$ cat src/rtl/hazard_pkg.sv
`default_nettype none
// ============================================================================
// Module   : hazard_pkg
// Purpose  : Shared types and constants for the front-end hazard controller.
// Revision : 1.0 - initial release
// ============================================================================
package hazard_pkg;

    typedef enum logic [0:0] {
        RUN    = 1'b0,
        LSTALL = 1'b1
    } state_t;

    localparam int c_GR0     = 0;
    localparam int c_LSC_MIN = 1;
    localparam int c_LSC_MAX = 3;

endpackage
`default_nettype wire

$ cat src/rtl/load_use_detect.sv
`default_nettype none
// ============================================================================
// Module   : load_use_detect
// Purpose  : Combinational compare of ID sources against the EX-stage load target.
// Revision : 1.0 - initial release
// ============================================================================
module load_use_detect
    import hazard_pkg::*;
#(
    parameter int REG_W = 5
) (
    input  logic [REG_W-1:0] ID_RA,
    input  logic [REG_W-1:0] ID_RB,
    input  logic             ID_UseRA,
    input  logic             ID_UseRB,
    input  logic             EX_Load,
    input  logic             EX_RFE,
    input  logic [REG_W-1:0] EX_RD,
    output logic             Hazard
);

    logic w_ex_writes;
    logic w_match_ra;
    logic w_match_rb;

    // GR0 is hardwired to zero, so a load targeting it never creates a dependency
    assign w_ex_writes = EX_Load & EX_RFE & (EX_RD != REG_W'(c_GR0));
    assign w_match_ra  = ID_UseRA & (ID_RA == EX_RD);
    assign w_match_rb  = ID_UseRB & (ID_RB == EX_RD);
    assign Hazard      = w_ex_writes & (w_match_ra | w_match_rb);

endmodule
`default_nettype wire

$ cat src/rtl/hazard_ctrl.sv
`default_nettype none
// ============================================================================
// Module   : hazard_ctrl
// Purpose  : PC / IF-ID load enables, flush and bubble select for load-use
//            stalls, memory freezes and nullified delay slots.
//            Optional stall statistics enabled by defining HAZ_STATS_EN.
// Revision : 1.0 - initial release
// ============================================================================
module hazard_ctrl
    import hazard_pkg::*;
#(
    parameter int REG_W             = 5,
    parameter int LOAD_STALL_CYCLES = 1,
    parameter int CNT_W             = 16
) (
    input  logic             clk,
    input  logic             Reset,
    input  logic [REG_W-1:0] ID_RA,
    input  logic [REG_W-1:0] ID_RB,
    input  logic             ID_UseRA,
    input  logic             ID_UseRB,
    input  logic             EX_Load,
    input  logic             EX_RFE,
    input  logic [REG_W-1:0] EX_RD,
    input  logic             ID_BranchTaken,
    input  logic             ID_Nullify,
    input  logic             Mem_Busy,
    output logic             PC_LE,
    output logic             IF_ID_LE,
    output logic             IF_ID_Reset,
    output logic             CU_NOP,
    output logic             Pipe_Freeze,
    output logic [CNT_W-1:0] Stall_Count
);

    generate
        if (LOAD_STALL_CYCLES < c_LSC_MIN || LOAD_STALL_CYCLES > c_LSC_MAX) begin : g_bad_lsc
            $error("hazard_ctrl: LOAD_STALL_CYCLES must be in 1..3");
        end
    endgenerate

    // The hazard cycle itself is the first bubble, so LSTALL covers the rest
    localparam logic [1:0] c_RELOAD = (LOAD_STALL_CYCLES > 1) ? 2'(LOAD_STALL_CYCLES - 2) : 2'd0;

    state_t     r_state;
    state_t     w_next_state;
    logic [1:0] r_cnt;
    logic [1:0] w_next_cnt;
    logic       w_hazard;

    load_use_detect #(
        .REG_W (REG_W)
    ) u_load_use_detect (
        .ID_RA    (ID_RA),
        .ID_RB    (ID_RB),
        .ID_UseRA (ID_UseRA),
        .ID_UseRB (ID_UseRB),
        .EX_Load  (EX_Load),
        .EX_RFE   (EX_RFE),
        .EX_RD    (EX_RD),
        .Hazard   (w_hazard)
    );

    always_ff @(posedge clk) begin
        if (Reset) begin
            r_state <= RUN;
            r_cnt   <= 2'd0;
        end else begin
            r_state <= w_next_state;
            r_cnt   <= w_next_cnt;
        end
    end

    always_comb begin
        w_next_state = r_state;
        w_next_cnt   = r_cnt;
        PC_LE        = 1'b1;
        IF_ID_LE     = 1'b1;
        IF_ID_Reset  = 1'b0;
        CU_NOP       = 1'b0;
        Pipe_Freeze  = 1'b0;

        if (Reset) begin
            PC_LE        = 1'b0;
            IF_ID_LE     = 1'b0;
            IF_ID_Reset  = 1'b1;
            CU_NOP       = 1'b1;
            w_next_state = RUN;
            w_next_cnt   = 2'd0;
        end else if (Mem_Busy) begin
            // Freeze everything; a stall in progress resumes exactly where it was
            PC_LE       = 1'b0;
            IF_ID_LE    = 1'b0;
            Pipe_Freeze = 1'b1;
        end else if (r_state == LSTALL) begin
            PC_LE    = 1'b0;
            IF_ID_LE = 1'b0;
            CU_NOP   = 1'b1;
            if (r_cnt == 2'd0) begin
                w_next_state = RUN;
            end else begin
                w_next_cnt = r_cnt - 2'd1;
            end
        end else if (w_hazard) begin
            PC_LE    = 1'b0;
            IF_ID_LE = 1'b0;
            CU_NOP   = 1'b1;
            if (LOAD_STALL_CYCLES > 1) begin
                w_next_state = LSTALL;
                w_next_cnt   = c_RELOAD;
            end
        end else if (ID_BranchTaken && ID_Nullify) begin
            IF_ID_Reset = 1'b1;
        end
    end

`ifdef HAZ_STATS_EN
    logic [CNT_W-1:0] r_stall_cnt;

    always_ff @(posedge clk) begin
        if (Reset) begin
            r_stall_cnt <= '0;
        end else if (!PC_LE && (r_stall_cnt != {CNT_W{1'b1}})) begin
            r_stall_cnt <= r_stall_cnt + 1'b1;
        end
    end

    assign Stall_Count = r_stall_cnt;
`else
    assign Stall_Count = '0;
`endif

endmodule
`default_nettype wire
$ cat config.mk
export PLATFORM = sky130hd
export DESIGN_NAME = hazard_ctrl
export DESIGN_NICKNAME = d
export VERILOG_FILES = /design/src/rtl/hazard_pkg.sv /design/src/rtl/load_use_detect.sv /design/src/rtl/hazard_ctrl.sv
export SDC_FILE = /design/constraint.sdc
export NUM_CORES = 1
export LEC_CHECK = 0
export CAP_MARGIN = 20
export CELL_PAD_IN_SITES_DETAIL_PLACEMENT = 1
export CELL_PAD_IN_SITES_GLOBAL_PLACEMENT = 2
export CORE_AREA = 2 2 48 95
export CTS_BUF_LIST = sky130_fd_sc_hd__clkbuf_4 sky130_fd_sc_hd__clkbuf_8 sky130_fd_sc_hd__clkbuf_16
export DETAILED_ROUTE_END_ITERATION = 12
export DIE_AREA = 0 0 50 97
export GPL_TIMING_DRIVEN = 0
export PLACE_DENSITY_LB_ADDON = 0.3
export SYNTH_ARGS = -nofsm -noshare
export SYNTH_HDL_FRONTEND = slang
export SYNTH_SLANG_ARGS = --single-unit
$ cat constraint.sdc
create_clock -name clk -period 2 [get_ports clk]
set_clock_uncertainty 0.05 [all_clocks]
set_input_delay 0.4 -clock clk [delete_from_list [all_inputs] [get_ports clk]]
set_output_delay 0.4 -clock clk [all_outputs]
set_load 0.01 [all_outputs]
==> impl_metrics.json, run 1 <==
{
  "min_period_ns": 2.25,
  "ys_seq_area_share_pct": 13.7,
  "min_path_type": "flip-flop to flip-flop",
  "n_fill_cell": 489,
  "mostFrequentLayoutCell": "buf_4",
  "maximum_number_of_pins_on_one_net_before_global_route_repair": 8,
  "cts_hold_buffers": 0,
  "die_width_microns": 50,
  "finalNetCount": 134,
  "globalRouteOverflowTotal": 0,
  "ff2ff_setup_slack_ns": 0.60,
  "drt-pass1-iter-count": 3,
  "grt_util_all_layers_pct": 7.30,
  "cts.root.buffer_cell": "clkbuf_8",
  "timing_hold_violations_final": 0,
  "num_io_pins": 45,
  "antenna_found_initial": 0,
  "critPathKind": "input pin to output port",
  "critPathRequiredTime_ns": 1.55,
  "die-area_sq_mm": 0.00485,
  "die-height_microns": 97,
  "drc_errors": 0,
  "ir_drop_uv": 238,
  "layout.cells.most_common_list": "buf_4 (21), conb_1 (16), xnor2_1 (11)",
  "tritoncts_clock_tree": "yes",
  "rr_endpoint": "r_cnt[1]$_SDFFE_PP0P_",
  "ys_top_cells_by_area": "buf_4 (29%), xnor2_1 (22%), dfxtp_1 (14%), nand4_1 (4.3%), a2111oi_2 (3.4%)",
  "floorplan.rows": 33,
  "synthDominantAreaCellType": "buf_4",
  "initial_core_util_pct": 10.7,
  "antenna_cells_inserted": 0,
  "insertion_delay_ns": 0.22,
  "final_routed_wirelength_across_all_metal_layers_mm": 1.68,
  "critical_path_peak_fanout": 2,
  "r2r_cells": 5,
  "power.density_mw_per_mm2": 420,
  "placed_wire_length_estimate_after_detailed_placement_mm": 1.38,
  "post_drt_wl_per_cell_microns": 10.5,
  "detailroute.via_count": 535,
  "slew_violations": 0,
  "postRouteAntennaNets": 0,
  "failed_checks": "setup timing",
  "yosys_register_bits": 3,
  "dp_slack_ns": -1.20,
  "max-cap-violations": 0,
  "clock.fmax_mhz": 445,
  "result_of_the_run": "finished, violations left",
  "worstSetupEndpointType": "output port",
  "post_layout_nonfiller_instances": 160,
  "reg2reg_from": "r_cnt[0]$_SDFFE_PP0P_",
  "synth.distinct_cells": 17,
  "launching_element_type_of_the_critical_path": "input pin",
  "leakagePower_nw": 0.475,
  "totalNegativeSetupSlack_ns": -0.826,
  "port_buffers": 28,
  "synthCells": 56,
  "place.gp.congestion": 0.645,
  "cts_buffer_depth": 2,
  "number_of_failing_setup_endpoints_in_the_final_timing_report": 4,
  "synth_area_sq_um": 439,
  "postSynthAreaPerCell_sq_um": 7.84,
  "viasPerCell": 3.34,
  "drt-initial-drc-count": 7,
  "via_count_of_the_first_global_routing_pass": 572,
  "cts-buffers-inserted": 3,
  "areaGrowthSynthToFinish_pct": 117,
  "clock-sinks": 3,
  "h-tree-depth": 1,
  "worst_hold_path.num_cells": 2,
  "finalCritPeriodShare_pct": 112,
  "clkTransAtPathRegs_ns": 0.03,
  "setup_repair_after_global_routing_missed_its_margin": "true",
  "placedCellCount": 151,
  "worstHoldStart": "r_cnt[1]$_SDFFE_PP0P_",
  "area_fraction_of_the_dominant_cell_type_after_synthesis_pct": 29.1,
  "grt_pass1_wl_mm": 2.69,
  "critical_path_arrival_ns": 1.80,
  "drive_gt1_share_pct": 37.0,
  "hold-path-endpoint": "r_cnt[1]$_SDFFE_PP0P_",
  "ys.warnings.count": 0,
  "core_region_area_sq_mm": 0.00409,
  "final.setup.worst_slack_ns": -0.246
}
## layout make-up
type,instances,area (sq um),area share (%)
timing repair buffer,33,307,32.2
inverter,4,15.0,1.57
multi-input combinational,47,330,34.6
clock buffer,4,48.8,5.12
tap,52,65.1,6.82
buffer,17,128,13.4
sequential,3,60.1,6.30
## metrics by stage
stage | cell area (sq um) | hold WS, ns | util, % | total power, mW
detailed placement | 853 | 0.460 | 20.9 | 0.205
global placement | 853 | 0.438 | 20.9 | 0.204
CTS | 935 | 0.477 | 22.9 | 0.401
floorplan | 508 | 0.422 | - | 0.133
global route | 953 | 0.504 | 23.3 | 0.418
finish | 953 | 0.462 | 23.3 | 0.400
## synthesized netlist by cell type
cell and instances:
a2111oi_2 1, a211oi_1 2, a311o_1 1, buf_4 17, conb_1 1, dfxtp_1 3, ha_1 1, inv_1 4
nand2_1 2, nand4_1 3, nor2_1 4, nor3_1 1, o21bai_1 2, o22ai_1 1, o311a_1 1, or3_1 1
xnor2_1 11
## flip-flops by register name, summed over array words and instances, names as in the netlist
register and cells:
r_cnt 2, r_state 1
## routing by layer
layer	routed length (microns)	track usage [%]
met1	537	6.72
met5	0	0
met2	958	14.1
met3	164	1.85
met4	20	3.21
## cell families (layout without fill, tap and decap cells)
logic type	after synthesis	after routing	synth area share, %
compound gates	8	8	16.2
flops	3	3	13.7
fa+ha+maj	1	1	2.85
buf+inv	21	58	32.5
other cells	1	16	0.854
xor+xnor	11	11	21.9
simple gates	11	11	12.0
## worst max path at each step
| stage | to | cells past startpoint | startpoint |
|---|---|---|---|
| 6_report | PC_LE | 6 | EX_RD[2] |
| 5_1_grt | PC_LE | 6 | EX_RD[2] |
| 4_1_cts | PC_LE | 6 | EX_RD[2] |
| 3_5_place_dp | PC_LE | 6 | EX_RD[0] |
| 3_3_place_gp | PC_LE | 6 | EX_RD[0] |
| 2_1_floorplan | PC_LE | 4 | EX_RD[0] |
## worst max-delay path, cell delays in order
cell and delay [ns]:
buf_8 0.09, or3_4 0.37, o311a_4 0.34, a2111oi_4 0.33, buf_4 0.17, buf_6 0.09
## where the power goes
part                   switching, mW  total, mW  internal [mW]
registers      0.0000000000000000472     0.0603         0.0603
logic                         0.0595      0.146         0.0866
clock network                 0.0442      0.194          0.150
## repair_timing
item                       4_1_cts  5_1_grt
gates resized for setup         47       12
buffers inserted                 4        1
setup endpoints to repair        5        5
pin swaps                        7        8
Note: power is estimated with default switching activity, not from simulation.
==> inputs of run 2 (changes only) <==
==> constraint.sdc (replaced) <==
create_clock -name clk -period 2 [get_ports clk]
set_clock_uncertainty 0.05 [all_clocks]
set_input_delay 0.4 -clock clk [delete_from_list [all_inputs] [get_ports clk]]
set_output_delay 0.4 -clock clk [all_outputs]
set_load 0.02 [all_outputs]
==> run 2 against run 1 <==
Against the previous run: the flow still finishes with violations (setup timing); clock power barely moved; maximum frequency fell by 0.73%; sequential share of layout area barely moved.
==> impl_metrics.json, run 2 (same netlist as run 1, synthesis figures left out) <==
{
  "critical_path_arrival_ns": 1.81,
  "critPathRequiredTime_ns": 1.55,
  "cp_cell_sequence": "buf_8, or3_4, o311a_4, a2111oi_4, buf_4, buf_6",
  "totalNegativeSetupSlack_ns": -0.909,
  "critical_path_peak_fanout": 2,
  "worstSetupEndpointType": "output port",
  "viasPerCell": 3.31,
  "antenna_found_initial": 0,
  "critical_path.slowest_cell": "or3_4",
  "antenna_cells_inserted": 0,
  "drc_errors": 0,
  "grt_util_all_layers_pct": 7.09,
  "ff2ff_setup_slack_ns": 0.60,
  "largest_register_ffs": 2,
  "ir_drop_uv": 216,
  "clkTransAtPathRegs_ns": 0.03,
  "finalNetCount": 132,
  "drive_gt1_share_pct": 34.0,
  "detailroute.via_count": 523,
  "final.setup.worst_slack_ns": -0.263,
  "grt_pass1_wl_mm": 2.63,
  "power.density_mw_per_mm2": 443,
  "failed_checks": "setup timing",
  "slew_violations": 0,
  "die-height_microns": 97,
  "postRouteAntennaNets": 0,
  "final_routed_wirelength_across_all_metal_layers_mm": 1.61,
  "tritoncts_clock_tree": "yes",
  "globalRouteOverflowTotal": 0,
  "min_period_ns": 2.26,
  "critPathKind": "input pin to output port",
  "drt-pass1-iter-count": 3,
  "mostFrequentLayoutCell": "buf_4",
  "number_of_failing_setup_endpoints_in_the_final_timing_report": 4,
  "p_total_uw": 420,
  "num_io_pins": 45,
  "layout.cells.most_common_list": "buf_4 (21), conb_1 (16), xnor2_1 (11)",
  "areaGrowthSynthToFinish_pct": 116,
  "cpLargestDelayFamily": "compound AO/OA/AOI/OAI gates",
  "drt-initial-drc-count": 5,
  "die-area_sq_mm": 0.00485,
  "timing_hold_violations_final": 0,
  "cts_hold_buffers": 0,
  "post_drt_wl_per_cell_microns": 10.2,
  "result_of_the_run": "finished, violations left",
  "final_design_area_no_fill_sq_um": 947,
  "setup_repair_after_global_routing_missed_its_margin": "true",
  "max-cap-violations": 0,
  "max_flop_register": "r_cnt",
  "min_path_type": "flip-flop to flip-flop",
  "setup.worst_path.start": "EX_RD[2]",
  "reg2reg_from": "r_cnt[0]$_SDFFE_PP0P_",
  "dp_slack_ns": -1.27,
  "leakagePower_nw": 0.443,
  "clock.fmax_mhz": 442,
  "place.gp.congestion": 0.645,
  "top_regs": "r_cnt (2), r_state (1)",
  "die_width_microns": 50,
  "clock-sinks": 3,
  "floorplan.rows": 33,
  "finalCritPeriodShare_pct": 113,
  "core_region_area_sq_mm": 0.00409,
  "launching_element_type_of_the_critical_path": "input pin",
  "initial_core_util_pct": 10.7,
  "maximum_number_of_pins_on_one_net_before_global_route_repair": 8,
  "insertion_delay_ns": 0.22,
  "post_dp_cell_area_sq_um": 853,
  "cts_buffer_depth": 2,
  "cts-buffers-inserted": 3,
  "port_buffers": 28,
  "cts.root.buffer_cell": "clkbuf_8",
  "worstHoldStart": "r_cnt[1]$_SDFFE_PP0P_",
  "slowest_delay_ns": 0.37,
  "via_count_of_the_first_global_routing_pass": 561,
  "critical_path_buf_inv_count": 3,
  "placed_wire_length_estimate_after_detailed_placement_mm": 1.38,
  "h-tree-depth": 1
}
[run 2: layout make-up]
cell class              count  area, sq um
repair buffers             31          295
plain buffers              17          128
multi-input cells          47          335
fillers                   491         3140
well taps                  52         65.1
clock buffers               4         48.8
flip-flops and latches      3         60.1
inverters                   4         15.0
[run 2: worst min-delay path: stages, from the launching register on]
cell and delay, ns:
dfxtp_1 0.30, nor2_1 0.10, a211oi_1 0.06
[run 2: power by group]
| group | internal [mW] | total (mW) | switching (mW) |
|---|---|---|---|
| clock network | 0.150 | 0.194 | 0.0439 |
| logic | 0.0883 | 0.166 | 0.0775 |
| registers | 0.0603 | 0.0603 | 0.0000000000000000469 |
| total | 0.298 | 0.420 | 0.121 |
[run 2: stage by stage]
stage	hold slack, ns	std cells	utilization [%]
floorplan	0.422	71	-
global placement	0.438	151	20.9
detailed placement	0.460	151	20.9
CTS	0.477	157	22.8
global route	0.504	158	23.2
finish	0.462	158	23.2
[run 2: final timing paths]
path	endpoint	cells past startpoint
worst min-delay path	r_cnt[1]$_SDFFE_PP0P_	2
worst max-delay path	PC_LE	6
worst max register to register	r_cnt[1]$_SDFFE_PP0P_	5
worst min register to register	r_cnt[1]$_SDFFE_PP0P_	2
[run 2: repair_timing]
action,4_1_cts,5_1_grt
buffers inserted,2,1
gates resized for setup,55,3
cloned,0,0
setup endpoints to repair,5,5
pin swaps,13,7
[run 2: routing by layer]
metal	part of all wire [%]	routed length (microns)	GRT usage, %	vias to the layer above
met1	32	510	6.43	225
met5	0	0	0	-
met3	11	172	2.01	2
met2	56	903	13.6	40
met4	1.2	20	3.21	0
li1	-	-	-	256
